$ cat src/rtl/conv_pkg.sv
// Shared definitions for the convolution OFM collector.
// Holds FSM state codes and helpers for the derived geometry constants.
package conv_pkg;

    localparam logic [1:0] S_IDLE  = 2'd0;
    localparam logic [1:0] S_ACCUM = 2'd1;
    localparam logic [1:0] S_DONE  = 2'd2;

    function automatic int ofm_edge(input int ifm_size, input int kernel_size);
        return ifm_size - kernel_size + 1;
    endfunction

    function automatic int num_passes(input int depth, input int units);
        return depth / units;
    endfunction

    function automatic int addr_width(input int entries);
        int w;
        w = 0;
        while ((1 << w) < entries) w++;
        return (w < 1) ? 1 : w;
    endfunction

endpackage

$ cat src/rtl/ofm_dp_ram.sv
// Simple dual-port OFM buffer: one write port, one synchronous read port.
// Ports: clk; we/waddr/wdata write side; re/raddr read side, rdata registered.
module ofm_dp_ram #(
    parameter int DATA_WIDTH = 32,
    parameter int MEM_SIZE   = 4,
    parameter int ADDR_W     = 2
) (
    input  logic                  clk,
    input  logic                  we,
    input  logic [ADDR_W-1:0]     waddr,
    input  logic [DATA_WIDTH-1:0] wdata,
    input  logic                  re,
    input  logic [ADDR_W-1:0]     raddr,
    output logic [DATA_WIDTH-1:0] rdata
);

    logic [DATA_WIDTH-1:0] mem [MEM_SIZE];

    always_ff @(posedge clk) begin
        if (we) mem[waddr] <= wdata;
        if (re) rdata <= mem[raddr];
    end

endmodule

$ cat src/rtl/conv_ofm_collector.sv
// Collects conv results into an OFM buffer, summing over input-depth passes,
// then exposes the buffer through a 1-cycle read port once the layer is done.
// Ports: clk, reset (async active-low), start, conv_valid/conv_data stream,
// rd_en/rd_addr/rd_data read port, busy, done, pass_idx, sticky err.
// Build option: define OFM_RELU_EN to clamp negative sums to 0 on the last pass.
module conv_ofm_collector
    import conv_pkg::*;
#(
    parameter int DATA_WIDTH       = 32,
    parameter int IFM_SIZE         = 14,
    parameter int KERNAL_SIZE      = 5,
    parameter int IFM_DEPTH        = 6,
    parameter int NUMBER_OF_UNITS  = 3,
    parameter int IFM_SIZE_NEXT    = ofm_edge(IFM_SIZE, KERNAL_SIZE),
    parameter int NUM_PASSES       = num_passes(IFM_DEPTH, NUMBER_OF_UNITS),
    parameter int OFM_PIXELS       = IFM_SIZE_NEXT * IFM_SIZE_NEXT,
    parameter int ADDRESS_SIZE_OFM = addr_width(OFM_PIXELS),
    parameter int PASS_W           = $clog2(NUM_PASSES + 1)
) (
    input  logic                        clk,
    input  logic                        reset,
    input  logic                        start,
    input  logic                        conv_valid,
    input  logic [DATA_WIDTH-1:0]       conv_data,
    input  logic                        rd_en,
    input  logic [ADDRESS_SIZE_OFM-1:0] rd_addr,
    output logic [DATA_WIDTH-1:0]       rd_data,
    output logic                        busy,
    output logic                        done,
    output logic [PASS_W-1:0]           pass_idx,
    output logic                        err
);

    localparam logic [ADDRESS_SIZE_OFM-1:0] LAST_PIX =
        ADDRESS_SIZE_OFM'(OFM_PIXELS - 1);
    localparam logic [PASS_W-1:0] LAST_PASS = PASS_W'(NUM_PASSES - 1);
    localparam logic [PASS_W-1:0] END_PASS  = PASS_W'(NUM_PASSES);

    logic [1:0]                  state;
    logic [ADDRESS_SIZE_OFM-1:0] pix_cnt;
    logic [PASS_W-1:0]           pass_cnt;

    logic                        pend_valid;
    logic [ADDRESS_SIZE_OFM-1:0] pend_addr;
    logic [DATA_WIDTH-1:0]       pend_data;
    logic                        pend_first;
    logic                        pend_last;

    logic                        rd_ld;
    logic [DATA_WIDTH-1:0]       rd_hold;
    logic [DATA_WIDTH-1:0]       ram_q;
    logic [DATA_WIDTH-1:0]       sum;
    logic [DATA_WIDTH-1:0]       wdata;
    logic                        accept;
    logic                        final_commit;
    logic                        ram_re;
    logic [ADDRESS_SIZE_OFM-1:0] ram_raddr;

    // Once the last pixel of the last pass is taken the pass counter sits
    // at NUM_PASSES for one cycle; further valids are not accumulated.
    assign accept = (state == S_ACCUM) && conv_valid && !start &&
                    (pass_cnt != END_PASS);

    assign final_commit = pend_valid && pend_last && (pend_addr == LAST_PIX);

    assign sum = pend_first ? pend_data : ram_q + pend_data;

`ifdef OFM_RELU_EN
    assign wdata = (pend_last && sum[DATA_WIDTH-1]) ? '0 : sum;
`else
    assign wdata = sum;
`endif

    // The single read port serves accumulation in ACCUM and the
    // external reader in DONE.
    assign ram_re    = accept || ((state == S_DONE) && rd_en);
    assign ram_raddr = (state == S_DONE) ? rd_addr : pix_cnt;

    ofm_dp_ram #(
        .DATA_WIDTH (DATA_WIDTH),
        .MEM_SIZE   (OFM_PIXELS),
        .ADDR_W     (ADDRESS_SIZE_OFM)
    ) u_ram (
        .clk   (clk),
        .we    (pend_valid),
        .waddr (pend_addr),
        .wdata (wdata),
        .re    (ram_re),
        .raddr (ram_raddr),
        .rdata (ram_q)
    );

    always_ff @(posedge clk or negedge reset) begin
        if (!reset) begin
            state      <= S_IDLE;
            pix_cnt    <= '0;
            pass_cnt   <= '0;
            err        <= 1'b0;
            pend_valid <= 1'b0;
            pend_addr  <= '0;
            pend_data  <= '0;
            pend_first <= 1'b0;
            pend_last  <= 1'b0;
            rd_ld      <= 1'b0;
            rd_hold    <= '0;
        end else begin
            pend_valid <= accept;
            if (accept) begin
                pend_addr  <= pix_cnt;
                pend_data  <= conv_data;
                pend_first <= (pass_cnt == '0);
                pend_last  <= (pass_cnt == LAST_PASS);
            end

            if (start) begin
                state    <= S_ACCUM;
                pix_cnt  <= '0;
                pass_cnt <= '0;
                err      <= 1'b0;
            end else begin
                if (conv_valid && (state != S_ACCUM)) err <= 1'b1;
                if (accept) begin
                    if (pix_cnt == LAST_PIX) begin
                        pix_cnt  <= '0;
                        pass_cnt <= pass_cnt + 1'b1;
                    end else begin
                        pix_cnt <= pix_cnt + 1'b1;
                    end
                end
                if ((state == S_ACCUM) && final_commit) state <= S_DONE;
            end

            rd_ld <= (state == S_DONE) && rd_en;
            if (rd_ld) rd_hold <= ram_q;
        end
    end

    // rd_data follows the RAM output register only right after a DONE read;
    // otherwise the last read value is held, so accumulation reads stay hidden.
    assign rd_data  = rd_ld ? ram_q : rd_hold;
    assign busy     = (state == S_ACCUM);
    assign done     = (state == S_DONE);
    assign pass_idx = pass_cnt;

endmodule

$ cat config.mk
export PLATFORM = sky130hd
export DESIGN_NAME = conv_ofm_collector
export DESIGN_NICKNAME = d
export VERILOG_FILES = /design/src/rtl/conv_pkg.sv /design/src/rtl/ofm_dp_ram.sv /design/src/rtl/conv_ofm_collector.sv
export SDC_FILE = /design/constraint.sdc
export NUM_CORES = 2
export LEC_CHECK = 0
export CAP_MARGIN = 20
export CORE_MARGIN = 2
export CORE_UTILIZATION = 40
export CTS_CLUSTER_DIAMETER = 30
export DETAILED_ROUTE_END_ITERATION = 8
export SYNTH_ARGS = -nofsm -noshare
export SYNTH_HDL_FRONTEND = slang
export SYNTH_SLANG_ARGS = --single-unit
$ cat constraint.sdc
create_clock -name clk -period 11.3 [get_ports clk]
set_input_delay 2.825 -clock clk [delete_from_list [all_inputs] [get_ports clk]]
set_output_delay 2.825 -clock clk [all_outputs]
set_load 0.01 [all_outputs]
Word level (Yosys, flattened, before mapping):

Memories as Yosys holds them, arrays and structs flattened. A register that Yosys moved wholly into a read port is not among the register bits.
Cells that the tools add are included.

* add/subtract/negate cells: 3
* equality and inequality tests: 7
* mux-type cells: 15
* reductions and logical operators: 16

Operator list (number)
* $mux 32: 2
* $add 32x32->32: 1
* $mux 7: 4
* $eq 7x7->1 const B: 2
* $mux 2: 5
* $logic_and 1x1->1: 8
* $reduce_bool 2->1: 4
* $add 7x1->7 const B: 1
* $eq 2x1->1 const B: 2
* $mux 1: 4
* $add 2x1->2 const B: 1
* $eq 2x2->1 const B: 1
* $logic_not 2->1: 1
* $ne 2x1->1 const B: 1
* $ne 2x2->1 const B: 1
* $reduce_and 2->1: 1
* $logic_not 1->1: 1
* $logic_or 1x1->1: 1

* register bits: 87
* bits in writable memories: 3200
* word-level logic and storage cells: 53
* memories kept: 1

Memories
* u_ram.mem: words 100, bits a word 32, rd ports 1, clocked after memory_dff 1, write ports 1, line ofm_dp_ram.sv:17 `logic [DATA_WIDTH-1:0] mem [MEM_SIZE];`

Depth between registers and ports, before layout:

* depth after elaboration: 6
* gate-level depth with buffers: 14

Modules after synthesis:

A second synthesis with hierarchy kept.

* cell total of the unflattened synthesis: 6133
* area, all modules: 128772.3 um2

By module, submodules not included
* ofm_dp_ram: times used 1, cells an instance 5502, area each 123236.9 um2
* conv_ofm_collector: times used 1, cells an instance 631, area each 5535.3 um2

Worst setup path after synthesis:

No wires, ideal clock.

* path type: register to register
* start: register pend_data[0]
* end: memory u_ram.mem[0][26] (data pin)
* data arrival time: 8338 ps
* data required time: 9850 ps
* slack: 1512 ps
* stages on the path, launching flop included: 12
* path buffers: 0
* period minus slack after synthesis: 9788 ps
* cells stage by stage: dfrtp_1 ha_1 fa_1 a211o_1 o211ai_1 a211oi_1 o211ai_1 nand3_1 a31oi_1 o21ai_0 nand2_1 o311ai_0

* word-level cells in the longest chain between the ends: 2

Ends and longest elaborated chain
* from (decl): line conv_ofm_collector.sv:45 `logic [DATA_WIDTH-1:0] pend_data;`
* from (signal assigned): line conv_ofm_collector.sv:110 `pend_data <= conv_data;`
* $add 32x32->32: line conv_ofm_collector.sv:66 `assign sum = pend_first ? pend_data : ram_q + pend_data;`
* $mux 32: line conv_ofm_collector.sv:66
* via sum[26]: line conv_ofm_collector.sv:52 `logic [DATA_WIDTH-1:0] sum;`
* to (decl): line ofm_dp_ram.sv:17

The timed path passes the listed nets, and every way through them passes these cells.

Final worst setup path:

* start: input rd_addr[0]
* end: register u_ram.rdata[8] (read register of u_ram.mem) (data pin)

* word-level cells in the longest chain between the ends: 1

Ends and longest elaborated chain
* from (decl): line conv_ofm_collector.sv:26 `input logic [ADDRESS_SIZE_OFM-1:0] rd_addr,`
* $mux 7: line conv_ofm_collector.sv:77 `assign ram_raddr = (state == S_DONE) ? rd_addr : pix_cnt;`
* to (decl): line ofm_dp_ram.sv:14 `output logic [DATA_WIDTH-1:0] rdata`

Every way passes these cells.
A chain may end at the register's enable or synchronous reset.

==> flow_summary.toml <==
[min_path]
hold_path_class = "register to register"

[power]
total_power_mw = 35.9
pwr-share-clk_pct = 49.8
power-per-cell-area_mw_per_mm2 = 227
power_frac_seq_pct = 40.8
netSwitchingPower_mw = 8.96
netSwitchingFraction_pct = 25.0
p_leak_nw = 53.1
power.internal_mw = 26.9
comb_power_share_pct = 9.4
ir_drop_mv = 0.150

[floorplan]
ios = 81
start_util_pct = 40.2
die-area_mm2 = 0.330
core_mm2 = 0.324
dieHeight_um = 574
rows = 209
die_width_um = 574

[placement]
dpl_worst_slack_ns = 3.18
gp_congestion = 0.860
detailed_place_hpwl_um = 213000
io_buffers = 80
place_inst = 11826

[timing]
fmax_ghz = 0.144
setup_viol = 0
timing_hold_violations_final = 0
rsz0062_at_grt = "false"
fin_crit_sh_pct = 61.7
fin_skew_ns = 0.0799
slew_headroom_pct = 14.6
slew_viol_final = 0
worst_slack_ns = 4.33
fin_crit_ns = 6.97
fin_tns_setup_ns = 0
worst_pin_slew_ns = 1.27

[cts]
clock-sinks = 3319
root_buffer = "clkbuf_16"
cts_resized = 0
hold_buffers = 0
post_cts_buffers = 0
clk_path_buf_depth = 4
cts_buffers = 595
htreeDepth = 6
clk_pin_slew_ns = 0.05
cts_tree = "yes"
insertion_delay_ns = 1.04

[route]
vias = 76576
route.detailed.wl_per_inst_um = 30.7
wl_met1_um = 154000
first_pass_iters = 8
routed_wl_um = 397000
drc = 0
ant_nets = 1
wl_met3_um = 38200
top_layer = "met5"
drt_iter0_drc = 10193
post_drt_via_cell_ratio = 5.92
dr_wl_met2_um = 187000

[global_route]
grt_usage_pct = 23.6
grt-ovfl-total = 0
grt_pass1_vias = 76294
grt_max_degree = 145
grt_pass1_wl_um = 560000
antenna_found_initial = 23

[finish]
fin_nets = 8187
fin_util_pct = 48.7
layout-drive-gt1-share_pct = 20.4
area_delta_synth_final_pct = 21.3
stdcell_count = 12943

[critical_path]
crit_arrival_ns = 7.69
path_max_fanout = 48
rrSetupSlack_ns = 6.00
critical_path_class = "primary input to register"
critPathCaptureType = "register"
startpoint_type = "primary input"
required_ns = 12.02

[logic_synthesis]
syn-num-nets = 7700
syn_area_mm2 = 0.130
yosysWarningCount = 0
ys_seq_elements = 3319
async_flop_share_pct = 2.62
synth_top_area_share_pct = 74.6
syn_avg_cell_area_um2 = 17.1
synth.distinct_cells = 78
synth-edff-count = 3232
synth_flop_cell = "edfxtp_1"
synth-seq-area-share_pct = 76.3
yosysTopAreaCell = "edfxtp_1"
syn-instance-count = 7620
synthTopCellsByArea = "edfxtp_1 75%, mux4_2 6.4%, nand2_1 4.4%, mux2i_1 2.7%, dfrtp_1 1.7%"

[flow_run]
cap_violations = 0

[run_status]
violations = "antenna violations"
status = "finished, violations left"
## placed cells by master, fill, tap and decap left out, types with 16 or more instances in the layout
| cell | n |
|---|---|
| a221oi_1 | 19 |
| ha_1 | 35 |
| edfxtp_1 | 3232 |
| nand2_1 | 1508 |
| nor2_4 | 98 |
| buf_12 | 29 |
| inv_16 | 18 |
| o21ai_4 | 23 |
| mux2i_1 | 343 |
| a32oi_1 | 242 |
| clkinv_4 | 25 |
| a31oi_1 | 182 |
| dfrtp_1 | 86 |
| clkinv_1 | 88 |
| nand3_1 | 350 |
| mux4_2 | 368 |
| bufinv_16 | 74 |
| o31ai_1 | 17 |
| and3_1 | 23 |
| a21oi_1 | 102 |
| clkbuf_16 | 598 |
| clkdlybuf4s50_1 | 79 |
| nor2_1 | 35 |
| a311oi_1 | 16 |
| clkbuf_1 | 88 |
| o21ai_0 | 53 |
| clkinv_16 | 22 |
| a211oi_1 | 20 |
| o22ai_1 | 47 |
| mux2_2 | 33 |
| o221ai_1 | 39 |
| o2111ai_1 | 26 |
| clkinv_2 | 84 |
| clkinvlp_4 | 57 |
| nand4_1 | 65 |
| inv_6 | 31 |
| buf_4 | 233 |
## per-layer routing
metal	up-vias	global-route usage, %
met4	4	10.3
met3	749	4.73
li1	31305	-
met5	-	0
met1	40189	31.5
met2	4329	37.4
## worst max-delay path: stages
cell and delay [ns]:
clkdlybuf4s50_1 0.40, and3b_4 0.22, a21oi_4 0.66, buf_4 0.60, buf_4 0.62, buf_4 0.67
mux4_2 0.60, nand2_1 0.10, a31oi_1 0.13, o22ai_1 0.70, a211oi_1 0.10
## synth_stat cells (47+ instances only)
master	count
nor2_1	133
nand4_1	65
buf_1	50
a31oi_1	183
mux2i_1	345
o22ai_1	47
clkbuf_1	152
buf_2	140
buf_6	50
buf_4	54
edfxtp_1	3232
nand3_1	353
o21ai_0	80
nand2_1	1510
mux4_2	368
a32oi_1	242
a21oi_1	102
dfrtp_1	87
## cells by family after synthesis
group / count (synthesis) / synth area share, %
fa+ha+maj: 36 / 0.352
buf+inv: 477 / 2.12
compound gates: 863 / 4.79
mux: 754 / 9.40
xor+xnor: 28 / 0.189
flops: 3319 / 76.3
simple gates: 2143 / 6.84
## final timing paths
check                           start             end  cells past startpoint
max                        rd_addr[0]  u_ram.rdata[8]                     11
min reg2reg                 pend_last       pend_last                      2
min in group asynchronous       reset     pass_idx[0]                      1
max in group asynchronous       reset      pend_first                      2
max reg2reg                  state[0]  u_ram.rdata[8]                     10
min                         pend_last       pend_last                      2
## power groups by stage
stage / logic (mW) / clock network, mW / registers, mW
finish: 3.36 / 17.9 / 14.6
global placement: 3.18 / 0 / 14.9
global route: 3.54 / 18.6 / 14.6
CTS: 3.31 / 18.0 / 14.6
floorplan: 1.79 / 0 / 15.0
detailed placement: 3.30 / 0 / 14.9
## metrics by stage
step	cell area, um2	hold slack, ns
floorplan	130000	0.445
global placement	137000	0.463
detailed placement	137000	0.467
CTS	157000	0.487
global route	158000	0.504
finish	158000	0.487
## cell type report
type,count,area [um2]
clock buffers,688,15300
clock inverters,409,5070
well taps,4325,5410
flip-flops and latches,3319,99200
inverters,16,62.6
repair buffers,351,3290
fillers,26635,166000
multi-input cells,3824,29300
diodes,11,27.5
## flip-flops by register name (all words and copies together), names as in the netlist
name         count
rd_ld            1
pass_idx         2
u_ram.rdata     32
rd_hold         32
pend_last        1
pend_first       1
pend_addr        7
pix_cnt          7
u_ram.mem     3200
state            2
err              1
pend_valid       1
pend_data       32
No activity file was read; power rests on OpenSTA's default activity.
